--- config.mk ---
export PLATFORM = sky130hd
export DESIGN_NAME = dma_arbiter
export DESIGN_NICKNAME = d
export VERILOG_FILES = /design/src/rtl/dma_pkg.sv /design/src/rtl/dma_arbiter_rr_pick.sv /design/src/rtl/dma_arbiter.sv
export SDC_FILE = /design/constraint.sdc
export NUM_CORES = 1
export LEC_CHECK = 0
export CAP_MARGIN = 20
export CORE_AREA = 4 4 99 101
export CTS_BUF_LIST = sky130_fd_sc_hd__clkbuf_8 sky130_fd_sc_hd__clkbuf_16
export DETAILED_ROUTE_END_ITERATION = 6
export DIE_AREA = 0 0 103 105
export GPL_ROUTABILITY_DRIVEN = 0
export MAX_ROUTING_LAYER = met4
export PLACE_DENSITY = 0.55
export SLEW_MARGIN = 10
export SYNTH_ARGS = -nofsm -noshare
export SYNTH_HDL_FRONTEND = slang
export SYNTH_SLANG_ARGS = --single-unit
--- constraint.sdc ---
create_clock -name clk_i -period 3 [get_ports clk_i]
set_input_delay 0.75 -clock clk_i [delete_from_list [all_inputs] [get_ports clk_i]]
set_output_delay 0.75 -clock clk_i [all_outputs]
set_load 0.1 [all_outputs]
--- src/rtl/dma_pkg.sv ---
// dma_pkg: definitions shared by the DMA arbiter slice.
// Holds the arbiter state encoding, the DMA direction constants and the
// default DMA address/data widths.
package dma_pkg;

  localparam int DEFAULT_ADDR_W = 16;
  localparam int DEFAULT_DATA_W = 16;

  // Direction encoding on the DMA rw line
  localparam logic DMA_READ  = 1'b1;
  localparam logic DMA_WRITE = 1'b0;

  // Arbiter state encoding (plain constants so older tools can consume it)
  typedef logic [1:0] arb_state_t;
  localparam arb_state_t ST_IDLE = 2'd0;
  localparam arb_state_t ST_BUSY = 2'd1;
  localparam arb_state_t ST_DONE = 2'd2;

endpackage

--- src/rtl/dma_arbiter_rr_pick.sv ---
// rr_pick: combinational wrap-around priority picker.
// Scans req_i starting at index ptr_i and moving upward, wrapping from
// NUM_REQ-1 back to 0, and reports the first set request.
// Ports:
//   req_i     - request vector
//   ptr_i     - index with highest priority this cycle
//   onehot_o  - one-hot winner (all zero when no request)
//   idx_o     - winner index (0 when no request)
//   valid_o   - at least one request is set
module rr_pick #(
  parameter int NUM_REQ = 2,
  parameter int IDX_W   = $clog2(NUM_REQ)
) (
  input  logic [NUM_REQ-1:0] req_i,
  input  logic [IDX_W-1:0]   ptr_i,
  output logic [NUM_REQ-1:0] onehot_o,
  output logic [IDX_W-1:0]   idx_o,
  output logic               valid_o
);

  logic [IDX_W-1:0] scan;

  // The first hit along the rotated scan order wins; later hits are masked
  // by valid_o so the result is always one-hot.
  always_comb begin
    onehot_o = '0;
    idx_o    = '0;
    valid_o  = 1'b0;
    scan     = '0;
    for (int i = 0; i < NUM_REQ; i++) begin
      scan = IDX_W'((int'(ptr_i) + i) % NUM_REQ);
      if (!valid_o && req_i[scan]) begin
        valid_o        = 1'b1;
        onehot_o[scan] = 1'b1;
        idx_o          = scan;
      end
    end
  end

endmodule

--- src/rtl/dma_arbiter.sv ---
// dma_arbiter: N-requester arbiter in front of the single shared DMA port.
// Grants one requester per transaction, latches its command, holds
// dma_enable for DMA_LAT cycles, then pulses done to that requester.
// Ports:
//   clk_i, rst_ni         - clock (rising edge), async active-low reset
//   req_i, rw_i          - per-requester request level and direction
//   addr_i, wdata_i      - flattened per-requester address / write data
//   gnt_o, done_o        - one-hot grant and one-cycle completion pulse
//   dma_enable_o, dma_rw_o, dma_addr_o, dma_wdata_o - DMA command
//   busy_o               - arbiter is not idle
module dma_arbiter
  import dma_pkg::*;
#(
  parameter int NUM_REQ = 2,
  parameter int ADDR_W  = DEFAULT_ADDR_W,
  parameter int DATA_W  = DEFAULT_DATA_W,
  parameter bit RR_MODE = 1'b1,
  parameter int DMA_LAT = 1
) (
  input  logic                      clk_i,
  input  logic                      rst_ni,
  input  logic [NUM_REQ-1:0]        req_i,
  input  logic [NUM_REQ-1:0]        rw_i,
  input  logic [NUM_REQ*ADDR_W-1:0] addr_i,
  input  logic [NUM_REQ*DATA_W-1:0] wdata_i,
  output logic [NUM_REQ-1:0]        gnt_o,
  output logic [NUM_REQ-1:0]        done_o,
  output logic                      dma_enable_o,
  output logic                      dma_rw_o,
  output logic [ADDR_W-1:0]         dma_addr_o,
  output logic [DATA_W-1:0]         dma_wdata_o,
  output logic                      busy_o
);

  localparam int IDX_W = $clog2(NUM_REQ);
  localparam int CNT_W = $clog2(DMA_LAT + 1);

  arb_state_t         state_q, state_d;
  logic [IDX_W-1:0]   rr_ptr_q, rr_ptr_d;
  logic [IDX_W-1:0]   idx_q, idx_d;
  logic [CNT_W-1:0]   cnt_q, cnt_d;
  logic [NUM_REQ-1:0] gnt_q, gnt_d;
  logic [NUM_REQ-1:0] done_q, done_d;
  logic               en_q, en_d;
  logic               rw_q, rw_d;
  logic [ADDR_W-1:0]  addr_q, addr_d;
  logic [DATA_W-1:0]  wdata_q, wdata_d;
  logic               busy_q, busy_d;

  logic [NUM_REQ-1:0] pick_onehot;
  logic [IDX_W-1:0]   pick_idx;
  logic               pick_valid;
  logic [IDX_W-1:0]   pick_ptr;

  // Fixed priority is the round-robin picker pinned to start at index 0.
  assign pick_ptr = RR_MODE ? rr_ptr_q : '0;

  rr_pick #(
    .NUM_REQ (NUM_REQ),
    .IDX_W   (IDX_W)
  ) u_pick (
    .req_i    (req_i),
    .ptr_i    (pick_ptr),
    .onehot_o (pick_onehot),
    .idx_o    (pick_idx),
    .valid_o  (pick_valid)
  );

  // Next-state logic. The command is captured only on the IDLE->BUSY
  // transition, so requester inputs are ignored for the rest of the
  // transaction. done is a default-zero pulse that exists only in DONE.
  always_comb begin
    state_d  = state_q;
    rr_ptr_d = rr_ptr_q;
    idx_d    = idx_q;
    cnt_d    = cnt_q;
    gnt_d    = gnt_q;
    done_d   = '0;
    en_d     = en_q;
    rw_d     = rw_q;
    addr_d   = addr_q;
    wdata_d  = wdata_q;
    busy_d   = busy_q;
    case (state_q)
      ST_IDLE: begin
        if (pick_valid) begin
          state_d = ST_BUSY;
          idx_d   = pick_idx;
          gnt_d   = pick_onehot;
          en_d    = 1'b1;
          busy_d  = 1'b1;
          cnt_d   = CNT_W'(DMA_LAT - 1);
          rw_d    = rw_i[pick_idx];
          addr_d  = addr_i[pick_idx*ADDR_W +: ADDR_W];
          wdata_d = wdata_i[pick_idx*DATA_W +: DATA_W];
        end
      end
      ST_BUSY: begin
        if (cnt_q == '0) begin
          state_d = ST_DONE;
          en_d    = 1'b0;
          done_d  = gnt_q;
        end else begin
          cnt_d = cnt_q - 1'b1;
        end
      end
      ST_DONE: begin
        state_d = ST_IDLE;
        gnt_d   = '0;
        busy_d  = 1'b0;
        // Rotate priority past the requester just served
        if (RR_MODE) begin
          rr_ptr_d = (idx_q == IDX_W'(NUM_REQ - 1)) ? '0 : idx_q + 1'b1;
        end
      end
      default: begin
        state_d = ST_IDLE;
        gnt_d   = '0;
        en_d    = 1'b0;
        busy_d  = 1'b0;
      end
    endcase
  end

  // State and output registers; reset aborts any transaction in flight.
  always_ff @(posedge clk_i or negedge rst_ni) begin
    if (!rst_ni) begin
      state_q  <= ST_IDLE;
      rr_ptr_q <= '0;
      idx_q    <= '0;
      cnt_q    <= '0;
      gnt_q    <= '0;
      done_q   <= '0;
      en_q     <= 1'b0;
      rw_q     <= 1'b0;
      addr_q   <= '0;
      wdata_q  <= '0;
      busy_q   <= 1'b0;
    end else begin
      state_q  <= state_d;
      rr_ptr_q <= rr_ptr_d;
      idx_q    <= idx_d;
      cnt_q    <= cnt_d;
      gnt_q    <= gnt_d;
      done_q   <= done_d;
      en_q     <= en_d;
      rw_q     <= rw_d;
      addr_q   <= addr_d;
      wdata_q  <= wdata_d;
      busy_q   <= busy_d;
    end
  end

  assign gnt_o        = gnt_q;
  assign done_o       = done_q;
  assign dma_enable_o = en_q;
  assign dma_rw_o     = rw_q;
  assign dma_addr_o   = addr_q;
  assign dma_wdata_o  = wdata_q;
  assign busy_o       = busy_q;

endmodule

==> impl_metrics.toml, run 1 <==
[status]
status = "completed"

[drt]
drtIter0Drc = 88
route.met2.wl_um = 3360
wl_met3_um = 602
ant_nets = 0
top_layer = "met4"
routed_via_density = 4.97
drt-met1-wl_um = 3120
routed_wl_um = 7150
vias = 2173
drc = 0
wl_per_cell_um = 16.4
drtPass1Iterations = 4

[global_routing]
grtUsageTotal_pct = 13.5
grt_max_degree = 44
grt_pass1_vias = 2237
grt_pass1_wl_um = 11400
overflow = 0
antenna_found_initial = 0

[setup_path]
path_class = "in2reg"
crit_path_max_fanout = 35
worst_path_max_delay_cell = "inv_1"
critPathCaptureType = "register"
r2r_setup_slack_ns = 1.53
worst_setup_path_start_kind = "input pin"
path_cells = "clkdlybuf4s50_1 -> inv_1 -> o21ai_0 -> a31oi_4"
critPathRequiredTime_ns = 3.21
slowest_delay_ns = 0.72
worst_ep_arrival_time_ns = 2.50

[finish]
syn_to_final_growth_pct = 53.7
postLayoutCoreUtil_pct = 37.5
drive_above_1_share_pct = 21.2
final_common_cell = "clkdlybuf4s50_1"
final_cell_mix = "clkdlybuf4s50_1, buf_4, dfrtp_1"
nNetsFinal = 395
diodes = 0

[min_path]
hold_path_class = "in2async"

[sta]
fmaxAchievable_mhz = 438
setup_viol_count_final = 0
max_slew_margin_pct = 35.5
hold_viol = 0
setup_tns_ns = 0
worst_pin_slew_ns = 0.967
fin_skew_ns = 0.00309
rsz0062_at_grt = "false"
maxSlewViolCount = 0
period_needed_ns = 2.28
fin_crit_sh_pct = 76.1

[clocking]
ctsResizeCount = 0
clk_pin_slew_ns = 0.08
hold_buffers = 0
cts_root_buffer = "clkbuf_8"
cts_tree = "yes"
cts_setup_buffers = 0
cts_max_level = 2
cts_sinks = 43
clk_path_buf_depth = 2
cts_buffers = 5
worstSkewPairLatency_ns = 0.29

[synthesis]
seq_area_frac_synth_pct = 48.8
syn_area_sq_um = 2200
synthCells = 227
ys_ff_latch = 43
yosysWarningCount = 0
synth.net_count = 297
synth.avg_cell_area_sq_um = 9.71
synth_cell_types = 22

[floorplan]
rows = 35
die_x_um = 103
die_h_um = 105
dieArea_sq_um = 10800
core_area_sq_um = 9020
pin_count = 109
start_util_pct = 24.4

[run]
max-cap-violations = 0

[placed_design]
dp_hpwl_um = 4980
portBuffers = 108
-- critical path, delay by kind of cell --
family	cells	cell delay, ns
compound gates	2	0.57
buf+inv	2	1.16
-- metrics by stage --
stage	hold WS [ns]	std cells	cell area, sq um	worst slack [ns]
detailed placement	0.465	428	3240	0.377
floorplan	0.438	227	2200	1.19
global placement	0.453	428	3240	0.478
finish	0.426	437	3390	0.716
CTS	0.477	436	3360	0.688
global route	0.458	437	3390	0.566
-- cell usage after synthesis --
master    count  area share (%)
nand2b_1      1            0.28
o32a_1        1            0.45
nor2_1        3            0.51
and2_1        1            0.28
a21o_1        1            0.34
buf_12        1            0.91
o21ai_0      35             8.0
inv_1         5            0.85
a31oi_1      25             7.1
or2_0         1            0.28
a21oi_1      36             8.2
buf_2         3            0.68
nor2b_1       2            0.57
nor2_2        1            0.28
buf_6         4             2.0
nor3_1        1            0.23
dfrtp_1      43              49
and2_4        1            0.40
a22oi_1       1            0.34
a31oi_4       9             8.7
clkbuf_1     18             3.1
nand3_1      34             7.7
-- registers in the layout, indices dropped and copies added (netlist names) --
register      cells
dma_rw_o          1
state_q           2
done_o            2
gnt_o             2
dma_addr_o       16
dma_enable_o      1
idx_q             1
busy_o            1
pick_ptr          1
dma_wdata_o      16
-- cells by family after synthesis --
| family | Yosys count | synth area share (%) |
|---|---|---|
| buffers and inverters | 31 | 7.55 |
| flip-flops | 43 | 48.8 |
| AND/OR/NAND/NOR | 45 | 10.6 |
| AO/OA/AOI/OAI | 108 | 33.0 |
-- area by class of cell --
class | instances | area, sq um
clock buffers | 6 | 82.6
clock inverters | 2 | 35.0
fillers | 925 | 5640
inverters | 5 | 18.8
multi-input cells | 153 | 968
flip-flops and latches | 43 | 1080
well taps | 111 | 139
repair buffers | 117 | 1070
-- worst paths after layout --
path	start	end	depth (start not counted)
min in group clk_i	idx_q	pick_ptr	1
worst max register to register	state_q[1]	dma_wdata_o[4]	3
max in group asynchronous	rst_ni	dma_addr_o[10]	2
worst max-delay path	req_i[1]	dma_wdata_o[0]	4
worst min-delay path	rst_ni	dma_wdata_o[7]	1
worst min register to register	idx_q	pick_ptr	1
-- routing by layer --
metal,up-vias,global-route usage (%)
li1,1035,-
met1,1046,17.5
met2,86,21.2
met3,6,3.67
met4,0,2.87
met5,-,-
Power of run 1 is left out: the tool's default activity adds up to more than one toggle a clock period on the data nets, which glitch-free logic cannot reach.
==> run 2, diff against run 1 <==
==> constraint.sdc (replaced) <==
create_clock -name clk_i -period 2.2 [get_ports clk_i]
set_input_delay 0.55 -clock clk_i [delete_from_list [all_inputs] [get_ports clk_i]]
set_output_delay 0.55 -clock clk_i [all_outputs]
set_load 0.1 [all_outputs]
==> run 2 against run 1 <==
Critical endpoint is now dma_wdata_o[1]; critical path depth up 1; cell count up 1.4%; highest routed layer unchanged; via count down 0.51%.
==> impl_metrics.toml, run 2 (synthesis gave the netlist of run 1 again) <==
[status]
status = "completed"

[floorplan]
pin_count = 109
die_x_um = 103
rows = 35
start_util_pct = 24.4
die_h_um = 105
core_area_sq_um = 9020
dieArea_sq_um = 10800

[drt]
drtPass1Iterations = 4
drc = 0
routed_wl_um = 7310
drtIter0Drc = 56
ant_nets = 0
routed_via_density = 4.88
wl_per_cell_um = 16.5
vias = 2162

[setup_path]
critPathCaptureType = "register"
worstRegToRegCells = 4
crit_path_max_fanout = 34
path_depth = 5
path_class = "in2reg"
worst_ep_arrival_time_ns = 1.91
slowest_delay_ns = 0.53
critPathRequiredTime_ns = 2.42
worst_path_max_delay_cell = "clkdlybuf4s50_1"
worst_setup_path_start_kind = "input pin"
path_delay_family = "buffers and inverters"
r2r_setup_slack_ns = 0.85
path_cells = "clkdlybuf4s50_1 -> or2_1 -> buf_4 -> a21oi_1 -> a31oi_4"
cp_num_buf_inv = 2

[clocking]
clk_path_buf_depth = 2
hold_buffers = 0
cts_setup_buffers = 0
cts_tree = "yes"
worstSkewPairLatency_ns = 0.29
cts_max_level = 2
clk_pin_slew_ns = 0.08
ctsResizeCount = 0
cts_buffers = 5
cts_sinks = 43
cts_root_buffer = "clkbuf_8"

[placed_design]
portBuffers = 108
dp_hpwl_um = 5490

[finish]
num-fill-cells = 936
postLayoutCoreUtil_pct = 37.9
drive_above_1_share_pct = 22.6
final_cell_mix = "clkdlybuf4s50_1, buf_4, dfrtp_1"
syn_to_final_growth_pct = 55.3
final_common_cell = "clkdlybuf4s50_1"
nNetsFinal = 401
diodes = 0

[global_routing]
grt_pass1_vias = 2240
grtUsageTotal_pct = 13.6
grt_max_degree = 35
grt_pass1_wl_um = 11300
overflow = 0
antenna_found_initial = 0

[sta]
max_slew_margin_pct = 65.7
period_needed_ns = 1.69
fmaxAchievable_mhz = 591
worst_pin_slew_ns = 0.514
setup_viol_count_final = 0
setup_tns_ns = 0
maxSlewViolCount = 0
fin_crit_sh_pct = 77.0
fin_skew_ns = 0.00695
rsz0062_at_grt = "false"
hold_viol = 0

[run]
max-cap-violations = 0

[min_path]
hold_path_class = "in2async"
[run 2: changes by cell type in the layout (fill, tap and decap cells not counted)]
cell,delta
clkinvlp_4,+1
buf_12,+2
buf_16,-1
clkinv_2,-1
clkbuf_8,+1
buf_4,+5
bufinv_16,-1
[run 2: final timing paths]
| path | start | to |
|---|---|---|
| max in group asynchronous | rst_ni | dma_wdata_o[7] |
| max reg2reg | state_q[1] | dma_wdata_o[10] |
| min | rst_ni | dma_wdata_o[15] |
| min reg2reg | idx_q | pick_ptr |
| min in group clk_i | idx_q | pick_ptr |
| max | req_i[0] | dma_wdata_o[1] |
[run 2: per-stage QoR]
step | area, sq um | worst slack (ns) | hold slack [ns] | instances
floorplan | 2200 | 0.590 | 0.254 | 227
global placement | 3320 | 0.223 | 0.461 | 435
detailed placement | 3320 | 0.207 | 0.464 | 435
CTS | 3420 | 0.520 | 0.230 | 443
global route | 3420 | 0.426 | 0.253 | 443
finish | 3420 | 0.507 | 0.225 | 443
[run 2: layout make-up]
cell class | instances | area (sq um) | share of cell area, %
multi-input cells | 153 | 968 | 28.3
clock buffers | 7 | 96.3 | 2.82
inverters | 5 | 18.8 | 0.548
repair buffers | 123 | 1120 | 32.6
well taps | 111 | 139 | 4.06
clock inverters | 1 | 7.51 | 0.219
flip-flops and latches | 43 | 1080 | 31.4
[run 2: metal layers]
| metal | part of all wire (%) | track usage (%) |
|---|---|---|
| met3 | 6.9 | 3.14 |
| met2 | 49 | 22.7 |
| met4 | 0.81 | 3.15 |
| met1 | 43 | 16.6 |
| met5 | 0 | - |
Power of run 2 is left out for the same reason.
==> run 3, diff against run 2 <==
--- a/config.mk
+++ b/config.mk
@@ -12,7 +12,7 @@
 export DIE_AREA = 0 0 103 105
 export GPL_ROUTABILITY_DRIVEN = 0
 export MAX_ROUTING_LAYER = met4
-export PLACE_DENSITY = 0.55
+export PLACE_DENSITY = 0.57
 export SLEW_MARGIN = 10
 export SYNTH_ARGS = -nofsm -noshare
 export SYNTH_HDL_FRONTEND = slang
==> constraint.sdc (replaced) <==
create_clock -name clk_i -period 1.5 [get_ports clk_i]
set_input_delay 0.375 -clock clk_i [delete_from_list [all_inputs] [get_ports clk_i]]
set_output_delay 0.375 -clock clk_i [all_outputs]
set_load 0.1 [all_outputs]
==> run 3 against run 2 <==
Utilization rose by 6.4 points; first-iteration DRC count rose by 7.1%; register-to-register slack got worse by 0.61 ns; sequential share of layout area fell by 4.6 points; via count rose by 1.9%; hold slack got worse by 0.19 ns; clock-buffer cell count fell by 2; non-clock buffer count rose by 6; cell count rose by 1.4%; cell area rose by 17%; clock skew barely moved.
==> impl_metrics.toml, run 3 (synthesis gave the netlist of run 1 again) <==
[status]
status = "completed"

[sta]
worst_pin_slew_ns = 0.328
setup_viol_count_final = 0
fin_skew_ns = 0.00656
hold_viol = 0
fin_hold_ws_ns = 0.0334
period_needed_ns = 1.45
max_slew_margin_pct = 77.9
rsz0062_at_grt = "false"
maxSlewViolCount = 0
fin_crit_sh_pct = 96.6
fmaxAchievable_mhz = 690

[clocking]
cts_tree = "yes"
clk_pin_slew_ns = 0.09
hold_buffers = 0
cts_buffers = 5
worstSkewPairLatency_ns = 0.30
cts_root_buffer = "clkbuf_8"
cts_sinks = 43
cts_max_level = 2
clk_path_buf_depth = 2

[global_routing]
antenna_found_initial = 0
grt_pass1_wl_um = 12200
grtUsageTotal_pct = 14.7
grt_max_degree = 44
overflow = 0
grt_pass1_vias = 2388

[floorplan]
rows = 35
core_area_sq_um = 9020
die_h_um = 105
pin_count = 109
die_x_um = 103
dieArea_sq_um = 10800
start_util_pct = 24.4

[finish]
diodes = 0
nNetsFinal = 407
drive_above_1_share_pct = 24.6
final_cell_mix = "clkdlybuf4s50_1, dfrtp_1, buf_12"
finalInstanceArea_sq_um = 4000
syn_to_final_growth_pct = 81.7
final_common_cell = "clkdlybuf4s50_1"
layoutNonFillerInstCount = 449
num-fill-cells = 872

[setup_path]
cp_num_buf_inv = 2
critPathRequiredTime_ns = 1.71
worstRegToRegCells = 4
path_depth = 5
crit_path_max_fanout = 15
worst_setup_path_start_kind = "input pin"
slowest_delay_ns = 0.49
path_delay_family = "buffers and inverters"
critPathCaptureType = "register"
worst_ep_arrival_time_ns = 1.66
worst_path_max_delay_cell = "clkdlybuf4s50_1"
r2r_setup_slack_ns = 0.24
path_cells = "clkdlybuf4s50_1 -> or2_1 -> and2_4 -> buf_4 -> a31oi_1"
path_class = "in2reg"

[drt]
wl_per_cell_um = 16.8
ant_nets = 0
drtIter0Drc = 60
drc = 0
routed_wl_um = 7550
vias = 2204
drtPass1Iterations = 4
routed_via_density = 4.91

[run]
max-cap-violations = 0

[min_path]
hold_path_class = "in2async"

[placed_design]
dp_hpwl_um = 5530
dpl_cell_area_sq_um = 3870
portBuffers = 108
dp.cells = 441
## run 3: through the flow
stage | util, % | setup slack (ns) | setup TNS [ns]
CTS | 44.2 | 0.00714 | 0
global route | 44.4 | 0.00293 | 0
global placement | 42.9 | -0.253 | -8.11
finish | 44.4 | 0.0512 | 0
detailed placement | 42.9 | -0.316 | -9.19
floorplan | - | 0.0655 | 0
## run 3: layout make-up
type / instances / area, sq um / area share, %
Clock buffer: 5 / 68.8 / 1.72
Sequential cell: 43 / 1080 / 26.9
Clock inverter: 3 / 43.8 / 1.09
Multi-Input combinational cell: 153 / 976 / 24.4
Inverter: 5 / 18.8 / 0.469
Timing Repair Buffer: 129 / 1680 / 42.0
Tap cell: 111 / 139 / 3.47
## run 3: worst paths after layout
path / start / endpoint
worst min register to register: idx_q / pick_ptr
worst max register to register: state_q[0] / dma_addr_o[7]
min in group clk_i: idx_q / pick_ptr
worst max-delay path: req_i[0] / dma_addr_o[7]
worst min-delay path: rst_ni / dma_rw_o
max in group asynchronous: rst_ni / dma_addr_o[7]
## run 3: what timing repair did
item	4_1_cts	5_1_grt
endpoints found under the setup margin	0	24
buffers inserted	0	0
gates resized for setup	0	8
## run 3: metal layers
layer / wire (um) / part of all wire [%] / global-route usage, %
met5: 0 / 0 / -
met2: 3920 / 52 / 25.1
met4: 147 / 1.9 / 4.90
met3: 396 / 5.2 / 2.47
met1: 3080 / 41 / 17.3
Power of run 3 is left out for the same reason.
